[src/rtl/commit_trace_buffer_if.sv]
// Trace record port of commit_trace_buffer.
// The buffer drives the head record and rec_valid (master); the trace sink
// answers with rec_ready (slave). A record moves when rec_valid & rec_ready.
interface commit_trace_buffer_if;
    logic        rec_valid;
    logic        rec_ready;
    logic [1:0]  rec_kind;
    logic [15:0] rec_inum;
    logic [15:0] rec_pc;
    logic [15:0] rec_a;
    logic [15:0] rec_b;
    logic        rec_load;

    modport master (
        output rec_valid,
        input  rec_ready,
        output rec_kind,
        output rec_inum,
        output rec_pc,
        output rec_a,
        output rec_b,
        output rec_load
    );

    modport slave (
        input  rec_valid,
        output rec_ready,
        input  rec_kind,
        input  rec_inum,
        input  rec_pc,
        input  rec_a,
        input  rec_b,
        input  rec_load
    );
endinterface

[src/rtl/commit_trace_buffer.sv]
// commit_trace_buffer: classifies every committing cycle of the core
// (halt > reg-write > store > other), tags it with an instruction number and
// queues it in a DEPTH-entry FIFO that drains over a valid/ready port.
// The last FIFO slot is kept free for the halt record so it is never lost.
// Optional build macro TRACE_FILTER_NOP_EN: when defined, kind-0 (other)
// records are counted but never queued and never counted as drops.
// All outputs, including the FIFO head, are registered.
module commit_trace_buffer #(
    parameter int DEPTH      = 16,
    parameter int MAX_CYCLES = 100000
) (
    input  logic        clk,
    input  logic        rst,
    input  logic [15:0] pc,
    input  logic [15:0] inst,
    input  logic        reg_write,
    input  logic [3:0]  write_reg,
    input  logic [15:0] write_data,
    input  logic        mem_read,
    input  logic        mem_write,
    input  logic [15:0] mem_addr,
    input  logic [15:0] mem_data,
    input  logic        hlt,
    commit_trace_buffer_if.master rec,
    output logic [31:0] cycle_count,
    output logic [31:0] inst_count,
    output logic        overflow,
    output logic [15:0] drop_count,
    output logic        timeout,
    output logic        done
);

    localparam int AW = $clog2(DEPTH);
    localparam int CW = AW + 1;
    localparam logic [CW-1:0] NONHALT_LIMIT = CW'(DEPTH - 1);
    localparam logic [31:0]   CYCLE_LIMIT   = 32'(MAX_CYCLES - 1);

    typedef enum logic [1:0] {
        ST_RUN   = 2'd0,
        ST_DRAIN = 2'd1,
        ST_DONE  = 2'd2
    } state_t;

    typedef struct packed {
        logic [1:0]  kind;
        logic [15:0] inum;
        logic [15:0] pc;
        logic [15:0] a;
        logic [15:0] b;
        logic        load;
    } rec_t;

    rec_t          mem_r [DEPTH];
    logic [AW-1:0] wr_ptr_r;
    logic [AW-1:0] rd_ptr_r;
    logic [CW-1:0] count_r;
    rec_t          head_r;
    logic          valid_r;
    state_t        state_r;
    logic [31:0]   cycle_count_r;
    logic [31:0]   inst_count_r;
    logic          overflow_r;
    logic [15:0]   drop_count_r;
    logic          timeout_r;
    logic          done_r;

    rec_t          new_rec_s;
    logic          run_s;
    logic          skip_s;
    logic          pop_s;
    logic          push_s;
    logic          drop_s;
    logic [CW-1:0] cnt_after_pop_s;
    logic [CW-1:0] count_nxt_s;
    logic [AW-1:0] rd_ptr_nxt_s;
    rec_t          head_nxt_s;

    // Build this cycle's record with halt > reg_write > mem_write > other priority.
    always_comb begin
        new_rec_s      = '0;
        new_rec_s.inum = inst_count_r[15:0];
        new_rec_s.pc   = pc;
        if (hlt) begin
            new_rec_s.kind = 2'd3;
            new_rec_s.a    = cycle_count_r[15:0];
            new_rec_s.b    = 16'h0000;
            new_rec_s.load = 1'b0;
        end else if (reg_write) begin
            new_rec_s.kind = 2'd1;
            new_rec_s.a    = {12'h000, write_reg};
            new_rec_s.b    = write_data;
            new_rec_s.load = mem_read;
        end else if (mem_write) begin
            new_rec_s.kind = 2'd2;
            new_rec_s.a    = mem_addr;
            new_rec_s.b    = mem_data;
            new_rec_s.load = 1'b0;
        end else begin
            new_rec_s.kind = 2'd0;
            new_rec_s.a    = inst;
            new_rec_s.b    = 16'h0000;
            new_rec_s.load = 1'b0;
        end
    end

    // Decide the pop/push/drop for this cycle; the pop is accounted first so it frees a slot.
    always_comb begin
        run_s           = (state_r == ST_RUN);
        pop_s           = valid_r & rec.rec_ready;
        cnt_after_pop_s = count_r - {{AW{1'b0}}, pop_s};
`ifdef TRACE_FILTER_NOP_EN
        skip_s          = (new_rec_s.kind == 2'd0);
`else
        skip_s          = 1'b0;
`endif
        push_s = 1'b0;
        drop_s = 1'b0;
        if (!run_s) begin
            push_s = 1'b0;
            drop_s = 1'b0;
        end else if (hlt) begin
            push_s = 1'b1;
            drop_s = 1'b0;
        end else if (skip_s) begin
            push_s = 1'b0;
            drop_s = 1'b0;
        end else if (cnt_after_pop_s < NONHALT_LIMIT) begin
            push_s = 1'b1;
            drop_s = 1'b0;
        end else begin
            push_s = 1'b0;
            drop_s = 1'b1;
        end
        count_nxt_s  = cnt_after_pop_s + {{AW{1'b0}}, push_s};
        rd_ptr_nxt_s = rd_ptr_r + {{(AW-1){1'b0}}, pop_s};
    end

    // Next head record: zero when empty, bypass the new record into an empty FIFO.
    always_comb begin
        head_nxt_s = '0;
        if (count_nxt_s == {CW{1'b0}}) begin
            head_nxt_s = '0;
        end else if (cnt_after_pop_s == {CW{1'b0}}) begin
            head_nxt_s = new_rec_s;
        end else begin
            head_nxt_s = mem_r[rd_ptr_nxt_s];
        end
    end

    // FIFO storage write; contents are only meaningful behind the pointers.
    always_ff @(posedge clk) begin
        if (push_s) begin
            mem_r[wr_ptr_r] <= new_rec_s;
        end
    end

    // FIFO pointers, occupancy and the registered head/valid outputs.
    always_ff @(posedge clk) begin
        if (rst) begin
            wr_ptr_r <= {AW{1'b0}};
            rd_ptr_r <= {AW{1'b0}};
            count_r  <= {CW{1'b0}};
            head_r   <= '0;
            valid_r  <= 1'b0;
        end else begin
            if (push_s) begin
                wr_ptr_r <= wr_ptr_r + {{(AW-1){1'b0}}, 1'b1};
            end
            rd_ptr_r <= rd_ptr_nxt_s;
            count_r  <= count_nxt_s;
            head_r   <= head_nxt_s;
            valid_r  <= (count_nxt_s != {CW{1'b0}});
        end
    end

    // Capture state machine with its counters and sticky status flags.
    always_ff @(posedge clk) begin
        if (rst) begin
            state_r       <= ST_RUN;
            cycle_count_r <= 32'd0;
            inst_count_r  <= 32'd0;
            overflow_r    <= 1'b0;
            drop_count_r  <= 16'd0;
            timeout_r     <= 1'b0;
            done_r        <= 1'b0;
        end else begin
            case (state_r)
                ST_RUN: begin
                    cycle_count_r <= cycle_count_r + 32'd1;
                    inst_count_r  <= inst_count_r + 32'd1;
                    if (drop_s) begin
                        overflow_r <= 1'b1;
                        if (drop_count_r != 16'hFFFF) begin
                            drop_count_r <= drop_count_r + 16'd1;
                        end
                    end
                    if (cycle_count_r == CYCLE_LIMIT) begin
                        timeout_r <= 1'b1;
                    end
                    if (hlt || (cycle_count_r == CYCLE_LIMIT)) begin
                        state_r <= ST_DRAIN;
                    end
                end
                ST_DRAIN: begin
                    if (count_nxt_s == {CW{1'b0}}) begin
                        state_r <= ST_DONE;
                        done_r  <= 1'b1;
                    end
                end
                ST_DONE: begin
                    done_r <= 1'b1;
                end
                default: begin
                    state_r <= ST_RUN;
                end
            endcase
        end
    end

    assign rec.rec_valid = valid_r;
    assign rec.rec_kind  = head_r.kind;
    assign rec.rec_inum  = head_r.inum;
    assign rec.rec_pc    = head_r.pc;
    assign rec.rec_a     = head_r.a;
    assign rec.rec_b     = head_r.b;
    assign rec.rec_load  = head_r.load;

    assign cycle_count = cycle_count_r;
    assign inst_count  = inst_count_r;
    assign overflow    = overflow_r;
    assign drop_count  = drop_count_r;
    assign timeout     = timeout_r;
    assign done        = done_r;

endmodule

[src/flat_wrapper.sv]
// flat-port wrapper written by rule: the top's interface ports become plain ports
module commit_trace_buffer_flat 
#(
    parameter int DEPTH      = 16,
    parameter int MAX_CYCLES = 100000
)
  (clk, rst, pc, inst, reg_write, write_reg, write_data, mem_read, mem_write, mem_addr, mem_data, hlt, cycle_count, inst_count, overflow, drop_count, timeout, done, rec_rec_valid, rec_rec_ready, rec_rec_kind, rec_rec_inum, rec_rec_pc, rec_rec_a, rec_rec_b, rec_rec_load);
  commit_trace_buffer_if rec_i ();
  input  logic clk;
  input  logic rst;
  input  logic [15:0] pc;
  input  logic [15:0] inst;
  input  logic reg_write;
  input  logic [3:0] write_reg;
  input  logic [15:0] write_data;
  input  logic mem_read;
  input  logic mem_write;
  input  logic [15:0] mem_addr;
  input  logic [15:0] mem_data;
  input  logic hlt;
  output logic [31:0] cycle_count;
  output logic [31:0] inst_count;
  output logic overflow;
  output logic [15:0] drop_count;
  output logic timeout;
  output logic done;
  output wire logic [$bits(rec_i.rec_valid)-1:0] rec_rec_valid;
  input wire logic [$bits(rec_i.rec_ready)-1:0] rec_rec_ready;
  output wire logic [$bits(rec_i.rec_kind)-1:0] rec_rec_kind;
  output wire logic [$bits(rec_i.rec_inum)-1:0] rec_rec_inum;
  output wire logic [$bits(rec_i.rec_pc)-1:0] rec_rec_pc;
  output wire logic [$bits(rec_i.rec_a)-1:0] rec_rec_a;
  output wire logic [$bits(rec_i.rec_b)-1:0] rec_rec_b;
  output wire logic [$bits(rec_i.rec_load)-1:0] rec_rec_load;
  assign rec_rec_valid = rec_i.rec_valid;
  assign rec_i.rec_ready = rec_rec_ready;
  assign rec_rec_kind = rec_i.rec_kind;
  assign rec_rec_inum = rec_i.rec_inum;
  assign rec_rec_pc = rec_i.rec_pc;
  assign rec_rec_a = rec_i.rec_a;
  assign rec_rec_b = rec_i.rec_b;
  assign rec_rec_load = rec_i.rec_load;
  commit_trace_buffer #(.DEPTH(DEPTH), .MAX_CYCLES(MAX_CYCLES)) u_core (.clk(clk), .rst(rst), .pc(pc), .inst(inst), .reg_write(reg_write), .write_reg(write_reg), .write_data(write_data), .mem_read(mem_read), .mem_write(mem_write), .mem_addr(mem_addr), .mem_data(mem_data), .hlt(hlt), .rec(rec_i), .cycle_count(cycle_count), .inst_count(inst_count), .overflow(overflow), .drop_count(drop_count), .timeout(timeout), .done(done));
endmodule
[config.mk]
export PLATFORM = sky130hd
export DESIGN_NAME = commit_trace_buffer_flat
export DESIGN_NICKNAME = d
export VERILOG_FILES = /design/src/rtl/commit_trace_buffer_if.sv /design/src/rtl/commit_trace_buffer.sv /design/src/flat_wrapper.sv
export SDC_FILE = /design/constraint.sdc
export NUM_CORES = 1
export LEC_CHECK = 0
export CORE_ASPECT_RATIO = 0.7
export CORE_UTILIZATION = 30
export DETAILED_ROUTE_END_ITERATION = 10
export GPL_ROUTABILITY_DRIVEN = 0
export SYNTH_ARGS = -nofsm -noshare
export SYNTH_HDL_FRONTEND = slang
export SYNTH_SLANG_ARGS = --single-unit
[constraint.sdc]
create_clock -name clk -period 12.25 [get_ports clk]
set_input_delay 3.675 -clock clk [delete_from_list [all_inputs] [get_ports clk]]
set_output_delay 3.675 -clock clk [all_outputs]
set_load 0.05 [all_outputs]
Word-level counts from Yosys, hierarchy flattened
Memories as Yosys holds them, arrays and structs flattened. Cells that the tools add are included.

Bits in latches: 0. Flip-flop bits (word level): 166. Memory bits (writable): 1072. Memories: 1. Memory bits (read-only): 0. Output and inout port bits: 151. Bits of input ports: 91.

Memory list: u_core.mem_r (words 16, width 67, read ports 1, clocked after memory_dff 0, write ports 1, line commit_trace_buffer.sv:53) `rec_t mem_r [DEPTH];`.

Bitwise gates (word level): 2. Equal/unequal tests: 6. Shifts and indexed selects: 0. Reductions and logical operators: 12. Add/sub/neg operators: 7. Div/mod/pow operators: 0. Muxes and demuxes: 20. Order comparisons: 1. $mul: 0.

Operator list (count): 33-bit 2-to-1 mux (3); 67-bit 2-to-1 mux (1); 32-bit by 1-bit adder with 32-bit output, second input constant (2); 32-bit by 17-bit == test with 1-bit output, second input constant (1); 16-bit by 1-bit adder with 16-bit output, second input constant (1); 16-bit != test, second input constant (1); 5-bit zero test (2); 2-bit 2-to-1 mux (5); 1-bit 2-to-1 mux (9); 2-bit case mux with 3 select lines (1); 2-bit AND reduction (3); 3-bit AND reduction (2); 5-bit by 1-bit adder with 5-bit output (1); 5-bit by 4-bit < comparator with 1-bit output, second input constant (1); 5-bit nonzero test (1); 5-bit by 1-bit subtractor with 5-bit output (1); 4-bit by 1-bit adder with 4-bit output (1); 4-bit by 1-bit adder with 4-bit output, second input constant (1); 2-bit by 1-bit == test with 1-bit output, second input constant (1); 2-bit == test, second input constant (1); 2-bit zero test (1); 2-bit by 1-bit != test with 1-bit output, second input constant (1); 2-bit != test, second input constant (1); 1-bit case mux with 2 select lines (1); 5 further kinds (5).

Longest topological paths before layout
Word-level depth: 10. Mapped depth: 18. Mapped depth without buffers: 15.

Least setup slack after synthesis
OpenSTA, ideal clock, no wires.

Kind: input-to-reg. Start point: in rec_rec_ready. End point: mem u_core.mem_r[0][0] (netlist name), enable pin. Cell stages on the path: 11. Slack: 1665 ps. Arrival: 10011 ps. Setup time: 574 ps. Cells stage by stage: and2_1 -> ha_1 -> ha_1 -> nor2_1 -> and3_1 -> a31oi_1 -> a21o_1 -> buf_2 -> buf_2 -> nand3_1 -> nor3_1.

Longest elaborated chain between the ends: 8.

Ends and longest elaborated chain: start: declaration (line flat_wrapper.sv:28) `input wire logic [$bits(rec_i.rec_ready)-1:0] rec_rec_ready;`; 1-bit bitwise AND (line commit_trace_buffer.sv:109) `pop_s = valid_r & rec.rec_ready;`; 5-bit by 1-bit subtractor with 5-bit output (line commit_trace_buffer.sv:110) `cnt_after_pop_s = count_r - {{AW{1'b0}}, pop_s};`; 5-bit by 4-bit < comparator with 1-bit output (line commit_trace_buffer.sv:127) `end else if (cnt_after_pop_s < NONHALT_LIMIT) begin`; 1-bit 2-to-1 mux (line commit_trace_buffer.sv:127); 1-bit 2-to-1 mux (line commit_trace_buffer.sv:121) `end else if (hlt) begin`; 1-bit 2-to-1 mux (line commit_trace_buffer.sv:118) `if (!run_s) begin`; 1-bit 2-to-1 mux (line commit_trace_buffer.sv:152) `if (push_s) begin`; 1-bit 2-to-1 mux (not written as such) (line commit_trace_buffer.sv:153) `mem_r[wr_ptr_r] <= new_rec_s;`; end: declaration (line commit_trace_buffer.sv:53).

No other way between the ends.

Worst setup path in the final report
Start point: in rec_rec_ready. End point: reg u_core.head_r, in the netlist u_core.rec.rec_a[0].

Longest elaborated chain between the ends: 9.

Ends and longest elaborated chain: 1-bit bitwise AND (line commit_trace_buffer.sv:109); 5-bit by 1-bit subtractor with 5-bit output (line commit_trace_buffer.sv:110); 5-bit by 4-bit < comparator with 1-bit output (line commit_trace_buffer.sv:127); 1-bit 2-to-1 mux (line commit_trace_buffer.sv:127); 1-bit 2-to-1 mux (line commit_trace_buffer.sv:121); 1-bit 2-to-1 mux (line commit_trace_buffer.sv:118); via u_core.push_s (line commit_trace_buffer.sv:71) `logic push_s;`; 5-bit by 1-bit adder with 5-bit output (line commit_trace_buffer.sv:134) `count_nxt_s = cnt_after_pop_s + {{AW{1'b0}}, push_s};`; via u_core.count_nxt_s[1] (line commit_trace_buffer.sv:74) `logic [CW-1:0] count_nxt_s;`; 5-bit zero test (line commit_trace_buffer.sv:141) `if (count_nxt_s == {CW{1'b0}}) begin`; 2-bit OR reduction (no source line); end signal: assignment (line commit_trace_buffer.sv:171) `head_r <= head_nxt_s;`; end: declaration (line commit_trace_buffer.sv:57) `rec_t head_r;`.

The timed path passes the listed nets, and every way through them passes these cells. A chain may end at the register's enable or synchronous reset.

==> metrics.yaml <==
worst_setup_path:
  timing.rr.start: "u_core.rec.rec_valid$_SDFF_PP0_"
  rr_endpoint: "u_core.rec.rec_a[0]$_SDFF_PP0_"
  ff2ff_path_depth: 16
  cp.required_ns: 12.84
  critPathLaunchType: "input pin"
  crit_type: "in2reg"
  reg2reg_slack_ns: 6.87
  crit_path_start: "rec_rec_ready"
  arrival_ns: 8.97
  crit_fanout: 44
  cpMostUsedCell: "ha_1"
  critPathMaxStageDelay_ns: 0.80
  end_kind: "flip-flop"
  worstPathCellList: "clkdlybuf4s50_1, and2_1, ha_1, ha_1, nor2_1, and3_1, a31oi_1, a21oi_1, nor2_1, ha_1, ha_1, a311o_1, or4b_1, o21ai_2, nand2b_4, buf_4, a21oi_1"
  critical-path-slowest-cell: "nand2b_4"
synthesis:
  syn_area_per_cell_um2: 19.4
  ys_seq_elements: 1238
  syn-num-nets: 2583
  synthCells: 2479
  synth_area_mm2: 0.0480
  yosysWarningCount: 0
  synthTopCellsByArea: "edfxtp_1, mux4_2, dfxtp_1"
  yosysTopAreaCellShare: 0.671
  synth_top_cell_by_area: "edfxtp_1"
  ys_seq_area_frac: 0.740
  synth_cell_types: 61
  synth_edf_count: 1072
  async_reset_ff_frac: 0
  synthFlopType: "edfxtp_1"
global_route:
  grt_start_max_net_pins: 118
  track_usage: 0.151
  grt_pass1_vias: 24287
  grt_pass1_wl_um: 177000
  gr-total-overflow: 0
  antenna_found_initial: 2
finish:
  drive_gt1_frac: 0.216
  areaGrowthSynthToFinish_pct: 18.6
  final_cell_count_no_fill: 4969
  fillers: 14648
  fin_nets: 2865
  fin_util: 0.359
  diodes: 0
place:
  post-place-cells: 4750
  dp_hpwl_um: 72000
  numPortBuffers: 241
clocking:
  root_buffer: "clkbuf_16"
  cts_tree: "built"
  clk_path_buf_depth: 3
  cts_resized: 0
  cts_setup_buffers: 0
  clkLatencyLatePin_ns: 0.73
  hold_buffers: 0
  clkTransAtPathRegs_ns: 0.06
  cts_buffers: 117
  cts_sinks: 1238
  htree_num_levels: 3
hold_path:
  holdPathStages: 2
  min_path_type: "reg2reg"
  min_from: "u_core.timeout$_SDFFE_PP0P_"
  whs_endpoint: "u_core.timeout$_SDFFE_PP0P_"
power_and_ir_drop:
  irDropWorstVdd_mv: 0.252
  p_int_mw: 8.54
  p_sw_frac: 0.307
  combPwrFrac: 0.281
  clkPwrFrac: 0.298
  p_leak_nw: 17.7
  netSwitchingPower_mw: 3.79
  power.share.sequential: 0.421
  p_per_area_mw_per_mm2: 217
  power_mw: 12.3
floorplan:
  dieArea_mm2: 0.162
  num_io_pins: 242
  rows: 122
  coreArea_mm2: 0.158
  die_h_um: 337
  die_w_um: 480
  start_util: 0.303
sta:
  min_period_ns: 8.38
  finClkSkew_ns: 0.0385
  slew_headroom: 0.164
  rsz0062_at_grt: "false"
  fin_crit_sh: 0.684
  final_hold_viol_count: 0
  setup_violations: 0
  setup-tns-final_ns: 0
  tightest_slew_ns: 1.25
  finalMaxSlewViolations: 0
  max_freq_ghz: 0.119
route:
  dr.pass1.iters: 5
  wl_per_cell_um: 24.5
  first_iter_violations: 2364
  remaining_drc_errors: 0
  vias: 24182
  wl_um: 122000
  ant_nets: 0
  via_per_inst: 4.87
job:
  max_cap_violations: 0
run_status:
  status: "complete, no violations"
==> layout make-up <==
type	instances	area, um^2	area share
inverter	16	60.1	0.00106
clock inverter	43	582	0.0102
multi-input combinational	1077	11800	0.208
timing repair buffer	311	3010	0.0528
tap	2108	2640	0.0463
clock buffer	176	3290	0.0578
sequential	1238	35500	0.624
==> placed cells by master, fill, tap and decap left out, types with 51 or more instances in the layout <==
cell type | netlist | final
mux4_2 | 319 | 319
xor2_1 | 52 | 51
clkdlybuf4s50_1 | 0 | 239
edfxtp_1 | 1072 | 1072
clkbuf_16 | 0 | 118
dfxtp_1 | 166 | 166
nand2_1 | 189 | 189
nor2_1 | 124 | 109
a21oi_1 | 64 | 64
buf_4 | 25 | 65
==> worst max-delay path by stage <==
stage / slack [ns] / endpoint
floorplan: 1.67 / u_core.mem_r[0][0]$_DFFE_PP_
global placement: 3.19 / u_core.rec.rec_b[4]$_SDFF_PP0_
detailed placement: 3.17 / u_core.rec.rec_a[0]$_SDFF_PP0_
CTS: 3.90 / u_core.rec.rec_b[15]$_SDFF_PP0_
global route: 3.55 / u_core.rec.rec_b[1]$_SDFF_PP0_
finish: 3.87 / u_core.rec.rec_a[0]$_SDFF_PP0_
==> flip-flops by register name, indices dropped and copies added (netlist names) <==
signal                flops
u_core.mem_r           1072
u_core.cycle_count       32
u_core.inst_count        32
u_core.drop_count        16
u_core.rec.rec_a         16
u_core.rec.rec_b         16
u_core.rec.rec_inum      16
u_core.rec.rec_pc        16
u_core.count_r            5
u_core.rd_ptr_r           4
u_core.wr_ptr_r           4
u_core.rec.rec_kind       2
u_core.state_r            2
u_core.done               1
u_core.overflow           1
u_core.rec.rec_load       1
u_core.rec.rec_valid      1
u_core.timeout            1
==> Yosys cell counts, types with 21 or more instances <==
library cell / n
nor2_1: 124
o21ai_0: 29
nand4_1: 21
nand3_1: 41
mux4_2: 319
dfxtp_1: 166
edfxtp_1: 1072
a21oi_1: 64
xor2_1: 52
buf_2: 40
buf_4: 25
mux2i_1: 34
clkbuf_1: 64
nand2_1: 189
==> through the flow <==
| step | setup slack, ns | instance area [um^2] | hold WS (ns) |
|---|---|---|---|
| 4_1_cts | 3.90 | 56900 | 0.497 |
| 2_1_floorplan | 1.67 | 48000 | 0.495 |
| 3_3_place_gp | 3.19 | 53000 | 0.477 |
| 5_1_grt | 3.55 | 56900 | 0.518 |
| 6_report | 3.87 | 56900 | 0.482 |
| 3_5_place_dp | 3.17 | 53000 | 0.482 |
==> worst max-delay path, delay by kind of cell <==
family | cells | cell delay [ns]
AND/OR/NAND/NOR | 6 | 2.12
buffers and inverters | 2 | 0.98
adder cells (fa/ha/maj) | 4 | 1.12
AO/OA/AOI/OAI | 5 | 1.00
==> routing by layer <==
layer,routed length (um),vias up,global-route usage
met4,3390,0,0.0439
met1,55100,12778,0.216
li1,-,10516,-
met5,0,-,0
met3,7880,150,0.0337
met2,55400,738,0.228
==> power groups by stage <==
stage	clock network, mW	registers, mW	logic [mW]
floorplan	0	5.52	2.17
global placement	0	5.29	3.50
detailed placement	0	5.29	3.52
CTS	3.76	5.20	3.53
global route	3.92	5.23	3.71
finish	3.68	5.19	3.46
==> kinds of logic after synthesis <==
group                      share of synthesized area
DFF                                            0.740
and+or+nand+nor                               0.0474
muxes                                          0.158
buffers and inverters                         0.0174
AOI/OAI and AO/OA                             0.0210
xor gates and xnor gates                      0.0122
adders and majority gates                    0.00339
Power figures use the tool's default switching activity.
